[src/rtl/rs_queue_if.sv]
// Issue / wakeup / dispatch bundle for the reservation-station queue.
// master = issuer-side driver, slave = the queue itself.
interface rs_queue_if #(
    parameter int DEPTH     = 4,
    parameter int WORD_SIZE = 32,
    parameter int REG_SIZE  = 6
);
    localparam int CW = $clog2(DEPTH + 1);

    logic                 enable;
    logic [1:0]           unit;
    logic [REG_SIZE-1:0]  reg1, reg2, reg3;
    logic                 hasimm;
    logic [WORD_SIZE-1:0] imm;
    logic                 out;
    logic                 cdb_valid;
    logic [REG_SIZE-1:0]  cdb_tag;
    logic                 disp_valid, disp_ready;
    logic [1:0]           disp_unit;
    logic [REG_SIZE-1:0]  disp_reg1, disp_reg2, disp_reg3;
    logic                 disp_hasimm;
    logic [WORD_SIZE-1:0] disp_imm;
    logic [CW-1:0]        count;

    modport master (
        output enable, unit, reg1, reg2, reg3, hasimm, imm, cdb_valid, cdb_tag, disp_ready,
        input  out, disp_valid, disp_unit, disp_reg1, disp_reg2, disp_reg3, disp_hasimm,
               disp_imm, count
    );

    modport slave (
        input  enable, unit, reg1, reg2, reg3, hasimm, imm, cdb_valid, cdb_tag, disp_ready,
        output out, disp_valid, disp_unit, disp_reg1, disp_reg2, disp_reg3, disp_hasimm,
               disp_imm, count
    );
endinterface

[src/rtl/rs_queue.sv]
// In-order collapsing reservation queue with a register busy scoreboard;
// dispatches the oldest entry whose operands are available.
module rs_queue #(
    parameter int DEPTH     = 4,
    parameter int WORD_SIZE = 32,
    parameter int REG_SIZE  = 6
) (
    input logic      clk,
    input logic      rst_n,
    rs_queue_if.slave bus
);
    localparam int CW   = $clog2(DEPTH + 1);
    localparam int IW   = (DEPTH > 1) ? $clog2(DEPTH) : 1;
    localparam int NREG = 1 << REG_SIZE;

    typedef struct packed {
        logic [1:0]           unit;
        logic [REG_SIZE-1:0]  r1, r2, r3;
        logic                 hasimm;
        logic [WORD_SIZE-1:0] imm;
        logic                 wa, wb;
    } ent_t;

    ent_t [DEPTH-1:0] ent, ent_n;
    logic [DEPTH-1:0] vld, vld_n, rdy;
    logic [NREG-1:0]  busy, busy_n;
    logic [CW-1:0]    count, count_n, tail;
    logic [IW-1:0]    sel;
    logic             accept, dispatch;
    ent_t             new_ent;

    for (genvar g = 0; g < DEPTH; g++) begin : g_rdy
        assign rdy[g] = vld[g] & ~ent[g].wa & ~ent[g].wb;
    end

    // Index 0 is the head, so the lowest ready index is the oldest ready entry.
    always_comb begin
        sel = '0;
        for (int i = DEPTH - 1; i >= 0; i--)
            if (rdy[i]) sel = IW'(i);
    end

    assign bus.disp_valid  = |rdy;
    assign bus.disp_unit   = ent[sel].unit;
    assign bus.disp_reg1   = ent[sel].r1;
    assign bus.disp_reg2   = ent[sel].r2;
    assign bus.disp_reg3   = ent[sel].r3;
    assign bus.disp_hasimm = ent[sel].hasimm;
    assign bus.disp_imm    = ent[sel].imm;
    assign bus.count       = count;

    assign bus.out  = (count < CW'(DEPTH)) && !busy[bus.reg1];
    assign accept   = bus.enable & bus.out;
    assign dispatch = bus.disp_valid & bus.disp_ready;
    assign tail     = count - CW'(dispatch);

    // A source woken by this cycle's broadcast is captured as already available.
    always_comb begin
        new_ent        = '0;
        new_ent.unit   = bus.unit;
        new_ent.r1     = bus.reg1;
        new_ent.r2     = bus.reg2;
        new_ent.r3     = bus.reg3;
        new_ent.hasimm = bus.hasimm;
        new_ent.imm    = bus.imm;
        new_ent.wa     = busy[bus.reg2] && !(bus.cdb_valid && bus.reg2 == bus.cdb_tag);
        new_ent.wb     = !bus.hasimm && busy[bus.reg3] &&
                         !(bus.cdb_valid && bus.reg3 == bus.cdb_tag);
    end

    always_comb begin
        ent_n   = ent;
        vld_n   = vld;
        busy_n  = busy;
        count_n = count + CW'(accept) - CW'(dispatch);
        if (dispatch) begin
            for (int i = 0; i < DEPTH - 1; i++) begin
                if (i >= int'(sel)) begin
                    ent_n[i] = ent[i+1];
                    vld_n[i] = vld[i+1];
                end
            end
            vld_n[DEPTH-1] = 1'b0;
        end
        if (bus.cdb_valid) begin
            for (int i = 0; i < DEPTH; i++) begin
                if (ent_n[i].r2 == bus.cdb_tag) ent_n[i].wa = 1'b0;
                if (ent_n[i].r3 == bus.cdb_tag) ent_n[i].wb = 1'b0;
            end
            busy_n[bus.cdb_tag] = 1'b0;
        end
        // Applied after the cdb clear so a same-register set wins.
        if (accept) begin
            for (int i = 0; i < DEPTH; i++) begin
                if (CW'(i) == tail) begin
                    ent_n[i] = new_ent;
                    vld_n[i] = 1'b1;
                end
            end
            busy_n[bus.reg1] = 1'b1;
        end
    end

    always_ff @(posedge clk or negedge rst_n) begin
        if (!rst_n) begin
            ent   <= '0;
            vld   <= '0;
            busy  <= '0;
            count <= '0;
        end else begin
            ent   <= ent_n;
            vld   <= vld_n;
            busy  <= busy_n;
            count <= count_n;
        end
    end
endmodule

[src/flat_wrapper.sv]
// flat-port wrapper written by rule: the top's interface ports become plain ports
module rs_queue_flat 
#(
    parameter int DEPTH     = 4,
    parameter int WORD_SIZE = 32,
    parameter int REG_SIZE  = 6
)
  (clk, rst_n, bus_enable, bus_unit, bus_reg1, bus_reg2, bus_reg3, bus_hasimm, bus_imm, bus_cdb_valid, bus_cdb_tag, bus_disp_ready, bus_out, bus_disp_valid, bus_disp_unit, bus_disp_reg1, bus_disp_reg2, bus_disp_reg3, bus_disp_hasimm, bus_disp_imm, bus_count);
  rs_queue_if #(.DEPTH(DEPTH), .WORD_SIZE(WORD_SIZE), .REG_SIZE(REG_SIZE)) bus_i ();
  input logic clk;
  input logic rst_n;
  input wire logic [$bits(bus_i.enable)-1:0] bus_enable;
  input wire logic [$bits(bus_i.unit)-1:0] bus_unit;
  input wire logic [$bits(bus_i.reg1)-1:0] bus_reg1;
  input wire logic [$bits(bus_i.reg2)-1:0] bus_reg2;
  input wire logic [$bits(bus_i.reg3)-1:0] bus_reg3;
  input wire logic [$bits(bus_i.hasimm)-1:0] bus_hasimm;
  input wire logic [$bits(bus_i.imm)-1:0] bus_imm;
  input wire logic [$bits(bus_i.cdb_valid)-1:0] bus_cdb_valid;
  input wire logic [$bits(bus_i.cdb_tag)-1:0] bus_cdb_tag;
  input wire logic [$bits(bus_i.disp_ready)-1:0] bus_disp_ready;
  output wire logic [$bits(bus_i.out)-1:0] bus_out;
  output wire logic [$bits(bus_i.disp_valid)-1:0] bus_disp_valid;
  output wire logic [$bits(bus_i.disp_unit)-1:0] bus_disp_unit;
  output wire logic [$bits(bus_i.disp_reg1)-1:0] bus_disp_reg1;
  output wire logic [$bits(bus_i.disp_reg2)-1:0] bus_disp_reg2;
  output wire logic [$bits(bus_i.disp_reg3)-1:0] bus_disp_reg3;
  output wire logic [$bits(bus_i.disp_hasimm)-1:0] bus_disp_hasimm;
  output wire logic [$bits(bus_i.disp_imm)-1:0] bus_disp_imm;
  output wire logic [$bits(bus_i.count)-1:0] bus_count;
  assign bus_i.enable = bus_enable;
  assign bus_i.unit = bus_unit;
  assign bus_i.reg1 = bus_reg1;
  assign bus_i.reg2 = bus_reg2;
  assign bus_i.reg3 = bus_reg3;
  assign bus_i.hasimm = bus_hasimm;
  assign bus_i.imm = bus_imm;
  assign bus_i.cdb_valid = bus_cdb_valid;
  assign bus_i.cdb_tag = bus_cdb_tag;
  assign bus_i.disp_ready = bus_disp_ready;
  assign bus_out = bus_i.out;
  assign bus_disp_valid = bus_i.disp_valid;
  assign bus_disp_unit = bus_i.disp_unit;
  assign bus_disp_reg1 = bus_i.disp_reg1;
  assign bus_disp_reg2 = bus_i.disp_reg2;
  assign bus_disp_reg3 = bus_i.disp_reg3;
  assign bus_disp_hasimm = bus_i.disp_hasimm;
  assign bus_disp_imm = bus_i.disp_imm;
  assign bus_count = bus_i.count;
  rs_queue #(.DEPTH(DEPTH), .WORD_SIZE(WORD_SIZE), .REG_SIZE(REG_SIZE)) u_core (.clk(clk), .rst_n(rst_n), .bus(bus_i));
endmodule
[config.mk]
export PLATFORM = sky130hd
export DESIGN_NAME = rs_queue_flat
export DESIGN_NICKNAME = d
export VERILOG_FILES = /design/src/rtl/rs_queue_if.sv /design/src/rtl/rs_queue.sv /design/src/flat_wrapper.sv
export SDC_FILE = /design/constraint.sdc
export NUM_CORES = 1
export LEC_CHECK = 0
export ABC_AREA = 1
export CAP_MARGIN = 0
export CORE_UTILIZATION = 65
export CTS_CLUSTER_SIZE = 30
export DETAILED_ROUTE_END_ITERATION = 6
export PLACE_DENSITY = 0.9
export SYNTH_ARGS = -nofsm -noshare
export SYNTH_HDL_FRONTEND = slang
export SYNTH_SLANG_ARGS = --single-unit
export TNS_END_PERCENT = 50
[constraint.sdc]
create_clock -name clk -period 6.2 [get_ports clk]
set_input_delay 1.24 -clock clk [delete_from_list [all_inputs] [get_ports clk]]
set_output_delay 1.24 -clock clk [all_outputs]
set_load 0.05 [all_outputs]
# --- Word-level counts from Yosys, hierarchy flattened ---
# Index checks and enable logic that the tools add are counted.
totals:
  wordCells: 146
  input_bits: 64
  ff_bits: 291
  output_inout_bits: 58
classes:
  eq_ne: 13
  n_reduce_logical: 15
  n_mux: 48
  bitwise: 21
  magnitude_cmp: 11
  n_addsub: 3
ops:
  columns: ["operator", "count"]
  rows:
  - ["55-bit two-way mux", 7]
  - ["167-bit two-way mux", 1]
  - ["165-bit two-way mux", 1]
  - ["64-bit two-way mux", 2]
  - ["55-bit binary-select mux with 2-bit select", 1]
  - ["64-bit AND", 1]
  - ["64-bit NOT", 1]
  - ["64-bit OR", 1]
  - ["6-bit == test", 10]
  - ["6-bit by 7-bit < comparator with 1-bit output (second input constant)", 4]
  - ["1-bit two-way mux", 20]
  - ["1-bit binary-select mux with 6-bit select", 3]
  - ["2-bit two-way mux", 9]
  - ["1-bit demux with 6-bit select", 2]
  - ["6-bit by 1-bit >= comparator with 1-bit output (second input constant)", 2]
  - ["1-bit AND", 10]
  - ["1-bit logical AND", 8]
  - ["4-bit two-way mux", 2]
  - ["1-bit NOT", 8]
  - ["2-bit by 3-bit == test with 1-bit output (first input constant)", 2]
  - ["3-bit by 1-bit subtractor with 3-bit output", 2]
  - ["1-bit by 2-bit >= comparator with 1-bit output (first input constant)", 2]
  - ["1-bit logical NOT", 4]
  - ["4-bit OR reduction", 1]
  - ["other kinds (7)", 7]

# --- Logic depth before layout (Yosys ltp) ---
# Gate-level depths: netlist of run 1.
depth:
  word_depth: 15
  mapped_depth: 20
  ltp_nobuf: 17

# --- Worst setup path before layout of run 1 ---
# No wires, ideal clock.
synth_timing:
  path_kind: "input to output"
  startpoint: "input bus_reg1[0]"
  endpoint: "output bus_out"
  cell_stages: 10
  arrival_ps: 2639
  path_buffers: 2
  path_slack_ps: 2321
  t_required_ps: 4960
  cell_sequence: "buf_4 > buf_6 > or2_1 > o211ai_1 > nand2_1 > o21ai_2 > nand3_2 > nor2_8 > nand2_1 > inv_1"
synth_via:
  elab_chain_len: 4
synth_rtl:
  columns: ["element", "line_no", "text"]
  rows:
  - ["start: declaration", "flat_wrapper.sv:14", "input wire logic [$bits(bus_i.reg1)-1:0] bus_reg1;"]
  - ["1-bit binary-select mux with 6-bit select", "rs_queue.sv:52", "assign bus.out = (count < CW'(DEPTH)) && !busy[bus.reg1];"]
  - ["1-bit two-way mux (not written as such)", "rs_queue.sv:52", null]
  - ["1-bit logical NOT", "rs_queue.sv:52", null]
  - ["1-bit logical AND", "rs_queue.sv:52", null]
  - ["end: declaration", "flat_wrapper.sv:22", "output wire logic [$bits(bus_i.out)-1:0] bus_out;"]
# No other way between the ends. The select of a mux whose other input is x is not followed.

# --- Worst setup path in the final report of run 1 ---
layout_timing:
  startpoint: "register u_core.ent[1] (netlist bit)"
  endpoint: "output bus_disp_reg1[5]"
layout_via:
  elab_chain_len: 6
layout_rtl:
  columns: ["element", "line_no", "text"]
  rows:
  - ["start: declaration", "rs_queue.sv:24", "ent_t [DEPTH-1:0] ent, ent_n;"]
  - ["start signal: assignment", "rs_queue.sv:111", "ent <= ent_n;"]
  - ["1-bit NOT", "rs_queue.sv:33", "assign rdy[g] = vld[g] & ~ent[g].wa & ~ent[g].wb;"]
  - ["1-bit AND (2 in a row)", "rs_queue.sv:33", null]
  - ["2-bit two-way mux", "rs_queue.sv:40", "if (rdy[i]) sel = IW'(i);"]
  - ["55-bit binary-select mux with 2-bit select", "rs_queue.sv:45", "assign bus.disp_reg1 = ent[sel].r1;"]
  - ["55-bit two-way mux", null, null]
  - ["end: declaration", "flat_wrapper.sv:25", "output wire logic [$bits(bus_i.disp_reg1)-1:0] bus_disp_reg1;"]
# No other way between the ends. The select of a mux whose other input is x is not followed.

==> impl_results.md, run 1 <==
- Syn Inst Count: 2566
- Setup Skew: between 10 and 15 ps
- Area Growth Syn to Fin: 12.5%
- Worst Tran Pin Value: approximately 1300 ps
- # port buffers: 121
- Final setup fails: 0
- Warnings from Yosys: 0
- Clock Latency Late Sink: 580 ps
- Inserted Clock Buffers: 31
- CTS Buffer Depth: 3
- Power density over the cells: 514 mW/mm^2
- Register Area: between 0.007 and 0.008 sq mm
- Global-route wire length before repair: 90900 microns
- Startpoint type of the worst setup path: register
- DRT antenna net count: 0
- RSZ-0062 raised after global routing: no
- Post-detailed-route wirelength per cell: 19.6 microns
- CTS resizes: 0
- Ys async rst share: 1.00
- Num ports: 122
- Crit-path max cell delay: 860 ps
- Status: complete, no violations
- Share of cells above drive strength 1: 0.0449
- Clock power frac: 0.185
- CP cell instances: inv_1 -> nand3_1 -> nand2_1 -> nor2_4 -> inv_1 -> nand2_2 -> buf_4 -> o221ai_1 -> clkdlybuf4s50_1
- ANT cells: 0
- Final Hold Violating Endpoints: 0
- Sink Count: 291
- Detailed Route Iter0 Violations: roughly 2500
- Most frequent cells in the layout: nand2_1 (865), o21ai_0 (412), dfrtp_1 (291)
- HPWL Detailed: around 35000 microns
- Max_cap viols: 0
- First-pass detailed-route iteration total: 6
- Number of vias per cell: 6.36
- CTS tree: built
- Synth Register Bits: just under 300
- GRT Total Usage: 0.410
- Worst slack at placement: 1200 ps
- Slew Viols, Final: 0
- Grt total ovfl: 0
- Post-route setup TNS: 0 ps
- Maximum VDD drop: 0.000485 V
- Clock period minus worst slack: 5770 ps
- Hold-fix buffers, CTS: 0
- Multi-input gate area: roughly 0.0086 sq mm
- Worst slew margin: 0.136
- Crit Path Class: reg2out
- Crit end category: primary output
- H-tree depth: 1
- Die Y: ~170 microns
- Routability cong.: between 1 and 1.5
- Final Cycle Share: 0.931
- Vias in the first global route: 17600
- DRC viols: 0
- Power, Total: around 10 mW
- Root buffer cell: clkbuf_16
- Seq/Total Area, Yosys: 0.411
- Sw Ratio: 0.481
- Hold Crit Class: reg2reg
- Slowest-stage cell, CP: clkdlybuf4s50_1
- Sequential Power Share: 0.298
- Crit path DAT: around 4500 ps
- Row Count: 60
- Pleak: roughly 9.1 nW
- Final worst setup slack: 426 ps
- CORE AREA: 0.0269 sq mm
- Post-Syn Area: 0.0177 sq mm
- CTS clk-pin slew, worst paths: roughly 60 ps
- Starting Density: 0.659
- Int Pwr: 5.32 mW
- Distinct cells, synth: 35
- Pin count of the biggest net entering global routing: 118
- Fmax: approximately 170 MHz
- Number of enable flip-flop cells after synthesis: 0
- Critical Path RT: 4960 ps
- Crit-path most repeated cell: inv_1
- Post-CTS setup buffer count: 0
- DR vias: between 15000 and 20000
- Net count after synthesis: 2635
- Initial antenna violation count: 0
- FILL cells: about 2100
- Fin nets: 2651
- Syn avg cell area: 6.90 sq um
- Most common cell after layout, fill and taps aside: nand2_1
- Die area: 0.0279 sq mm
- Ys flop type: dfrtp_1
- Chip width: 167 microns
- Combinational share of power: 0.516
- Crit-path max FO: 34
- NetSw: 4.92 mW
- Post-Route WL: 57700 microns
==> power groups by stage <==
stage               combinational, mW  sequential, mW  clock, mW
floorplan                        3.66            2.96          0
global placement                 4.96            3.02          0
detailed placement               5.13            3.04          0
CTS                              5.18            3.02       1.90
global route                     5.70            3.11       1.97
finish                           5.29            3.05       1.90
==> sequential cells by signal, indices dropped and copies added, names as in the netlist <==
register	count
u_core.vld	4
u_core.ent	220
u_core.bus.count	3
u_core.busy	64
==> per-stage QoR <==
stage	std cells	utilization	area [sq um]	hold slack (ps)
finish	2947	0.741	19900	492
global route	2947	0.741	19900	515
CTS	2947	0.741	19900	494
detailed placement	2890	0.703	18900	479
global placement	2890	0.703	18900	471
floorplan	2566	-	17700	453
==> cell families (layout without fill, tap and decap cells) <==
kind of cell             count (synthesis)  after routing  share of synthesized area
AO/OA/AOI/OAI                          660            660                      0.206
XOR/XNOR                                17             17                    0.00841
adder cells (fa/ha/maj)                  5              5                    0.00396
buffers and inverters                  453            493                      0.105
flip-flops                             291            291                      0.411
AND/OR/NAND/NOR                       1140           1140                      0.266
==> worst max-delay path, delay by kind of cell, from the launching register on <==
kind,cells,cell delay [ps]
AO/OA/AOI/OAI,1,300
buffers and inverters,4,1870
AND/OR/NAND/NOR,4,1390
flip-flops,1,380
==> layout make-up <==
type / count / area share
clock inverter: 11 / 0.00559
inverter: 283 / 0.0533
tap: 341 / 0.0214
sequential: 291 / 0.366
clock buffer: 46 / 0.0463
multi-input combinational: 1822 / 0.432
timing repair buffer: 153 / 0.0755
==> Yosys cell counts (3+ instances only) <==
cell	number	area, sq um
nor2_1	53	199
o211ai_1	52	390
nand3_2	3	30.0
inv_1	271	1020
nand2_1	868	3260
or2_2	5	31.3
dfrtp_1	291	7280
xnor2_1	8	70.1
nand4_4	3	63.8
a21oi_1	28	140
buf_2	27	135
clkinv_1	7	26.3
o21ai_1	105	526
nor3_2	7	70.1
nor3_1	14	70.1
buf_6	8	90.1
ha_1	4	50.1
clkbuf_1	109	409
o221ai_1	53	464
inv_2	5	18.8
buf_1	10	37.5
nand3_1	175	876
o21ai_0	413	2070
buf_4	16	120
o22ai_1	5	31.3
nand4_1	6	37.5
xor2_1	9	78.8
==> final timing paths <==
path,endpoint,from,cells after the start,slack [ps]
max reg2reg,u_core.ent[179],u_core.ent[1],14,1940
min in group asynchronous,u_core.ent[7],rst_n,1,650
min reg2reg,u_core.ent[213],u_core.ent[213],2,490
min,u_core.ent[213],u_core.ent[213],2,490
max in group asynchronous,u_core.bus.count[1],rst_n,2,4040
max,bus_disp_reg1[5],u_core.ent[1],9,430
==> metal layers <==
metal	track usage	part of all wire
met4	0.234	0.056
met1	0.528	0.37
met2	0.638	0.44
met5	0	0
met3	0.0934	0.13
(Power assumes the default switching activity.)
==> run 2: changes to the inputs <==
GPL_TIMING_DRIVEN = 0   (was default)
MAX_ROUTING_LAYER = met4   (was default)
==> run 2 against run 1 <==
Compared with the run above:
- combinational power rose by 10%
- clock skew up 12 ps
- largest cell class unchanged
- sequential power up 1%
- sequential share of layout area decreased by 0.88 points
- global-route usage increased by 12 points
- setup slack worse by 150 ps
- largest power group unchanged
- die area unchanged
- the run now ends with design-rule violations left
- count of clock-buffer cells in the layout stayed put
==> impl_results.md, run 2 (synthesized netlist as in run 1, its figures left out) <==
- Final worst setup slack: 277 ps
- Detailed Route Iter0 Violations: ~3700
- Setup Skew: 26.3 ps
- Sw Ratio: 0.499
- Worst hold path startpoint: u_core.ent[214]
- Crit end category: primary output
- Largest Register: u_core.ent
- Starting Density: 0.659
- R2R setup slack: approximately 2600 ps
- DRC viols: 15
- DR vias: between 20000 and 25000
- Sequential Power Share: 0.282
- Startpoint type of the worst setup path: register
- Clock Latency Late Sink: 600 ps
- Area Growth Syn to Fin: 15.2%
- Hold endpoint: u_core.ent[214]
- CTS clk-pin slew, worst paths: 70 ps
- Cell count of the worst reg-to-reg path: 12
- HPWL Detailed: about 48000 microns
- Hold Crit Class: reg2reg
- Worst slew margin: 0.0313
- Crit-path max FO: 10
- Hold-fix buffers, CTS: 0
- Slew Viols, Final: 0
- Initial antenna violation count: 1
- Most common cell after layout, fill and taps aside: nand2_1
- GRT Total Usage: 0.525
- Die Y: 167 microns
- Num ports: approximately 120
- Share of cells above drive strength 1: 0.0494
- Final core utilization: 0.759
- Power density over the cells: 538 mW/mm^2
- Post-detailed-route wirelength per cell: about 23 microns
- Max_cap viols: 0
- Vias in the first global route: 19900
- Sink Count: 291
- Most frequent cells in the layout: nand2_1 (868), o21ai_0 (413), dfrtp_1 (291)
- WHS Path Cells: 2
- Worst Tran Pin Value: 1440 ps
- Final Hold Violating Endpoints: 0
- Clock power frac: 0.188
- Root buffer cell: clkbuf_16
- Worst slack at placement: 849 ps
- Clock period minus worst slack: 5920 ps
- End of the worst register-to-register path: u_core.ent[73]
- Final Cycle Share: 0.955
- Fmax: 169 MHz
- Critical R2R Launch: u_core.ent[1]
- FILL cells: 1942
- Top Registers: u_core.ent (220), u_core.busy (64), u_core.vld (4)
- Max FFs per register: 220
- CTS resizes: 0
- Die area: ~0.028 sq mm
- Critical Path RT: between 4000 and 5000 ps
- Register Area: ~0.0073 sq mm
- # port buffers: 107
- Fin nets: ~2800
- Post-Route WL: 71100 microns
- Inserted Clock Buffers: 31
- Pin count of the biggest net entering global routing: 119
- Global-route wire length before repair: 109000 microns
- Maximum VDD drop: ~0.0004 V
- CTS Buffer Depth: 3
- Failing checks: design-rule violations
- Row Count: 60
- Pleak: 9.23 nW
- CORE AREA: 0.0269 sq mm
- Combinational share of power: 0.530
- CTS tree: built
- NetSw: 5.48 mW
- DRT antenna net count: 0
- Chip width: 167 microns
- Int Pwr: 5.50 mW
- Final setup fails: 0
- RSZ-0062 raised after global routing: no
- Multi-input gate area: between 0.008 and 0.009 sq mm
- Number of vias per cell: about 6.6
- Crit path DAT: 4680 ps
- First-pass detailed-route iteration total: 7
- Grt total ovfl: 0
- H-tree depth: 1
- Post-CTS setup buffer count: 0
- Crit Path Class: reg2out
- Routability cong.: 1.05
- ANT cells: 0
- Status: complete, but fails checks
-- run 2: cell types whose count changed in the layout (fill, tap and decap cells not counted), moves of 3 or more --
cell / change
clkbuf_8: +3
buf_6: +8
nand2_2: -3
buf_2: +27
buf_4: -13
buf_12: -4
clkdlybuf4s50_1: -13
clkinv_2: -3
buf_1: +10
nand2_1: +3
clkbuf_1: +106
-- run 2: worst max-delay path: stages, from the launching register on --
cell             delay, ps
dfrtp_1                390
nor3_1                 240
inv_1                   90
o21ai_0                170
nand2_1                300
inv_2                  210
clkbuf_1               630
clkbuf_1               690
o211ai_1               200
o221ai_1               260
clkdlybuf4s50_1        910
-- run 2: stage by stage --
step / instances / TNS [ps] / area (sq um) / hold slack [ps] / total power, mW
after global placement: 3014 / -2469330 / 19200 / 467 / 8.32
after CTS: 3074 / 0 / 20400 / 493 / 10.6
after global routing: 3074 / 0 / 20400 / 508 / 11.4
after floorplan: 2566 / 0 / 17700 / 453 / 6.62
final: 3074 / 0 / 20400 / 492 / 11.0
after detailed placement: 3016 / 0 / 19300 / 473 / 8.51
-- run 2: area by class of cell --
cell class / instances / share of cell area
Multi-Input combinational cell: 1822 / 0.420
Sequential cell: 291 / 0.357
Timing Repair Buffer: 109 / 0.0554
Inverter: 283 / 0.0521
Clock buffer: 46 / 0.0467
Buffer: 170 / 0.0388
Tap cell: 341 / 0.0209
Clock inverter: 12 / 0.00908
-- run 2: worst max path at each step --
stage | startpoint | to | slack, ps | cells past startpoint
finish | u_core.ent[165] | bus_disp_reg1[1] | 280 | 10
CTS | u_core.ent[165] | bus_disp_reg1[1] | 660 | 10
detailed placement | bus_reg1[1] | bus_out | 850 | 11
global placement | rst_n | u_core.ent[147] | -8510 | 1
global route | u_core.ent[165] | bus_disp_reg1[1] | 300 | 10
floorplan | bus_reg1[0] | bus_out | 2320 | 10
-- run 2: power by group through the flow --
stage	clock [mW]	sequential [mW]	combinational, mW
6_report	2.06	3.09	5.82
5_1_grt	2.11	3.14	6.15
4_1_cts	2.04	3.05	5.54
2_1_floorplan	0	2.96	3.66
3_5_place_dp	0	3.07	5.44
3_3_place_gp	0	3.04	5.27
-- run 2: routing by layer --
metal / global-route usage / routed length [microns] / vias to the layer above
met5: - / 0 / -
met4: 0.380 / 5550 / 0
met3: 0.145 / 10600 / 522
met2: 0.763 / 30500 / 1933
met1: 0.628 / 24500 / 9258
li1: - / - / 8660
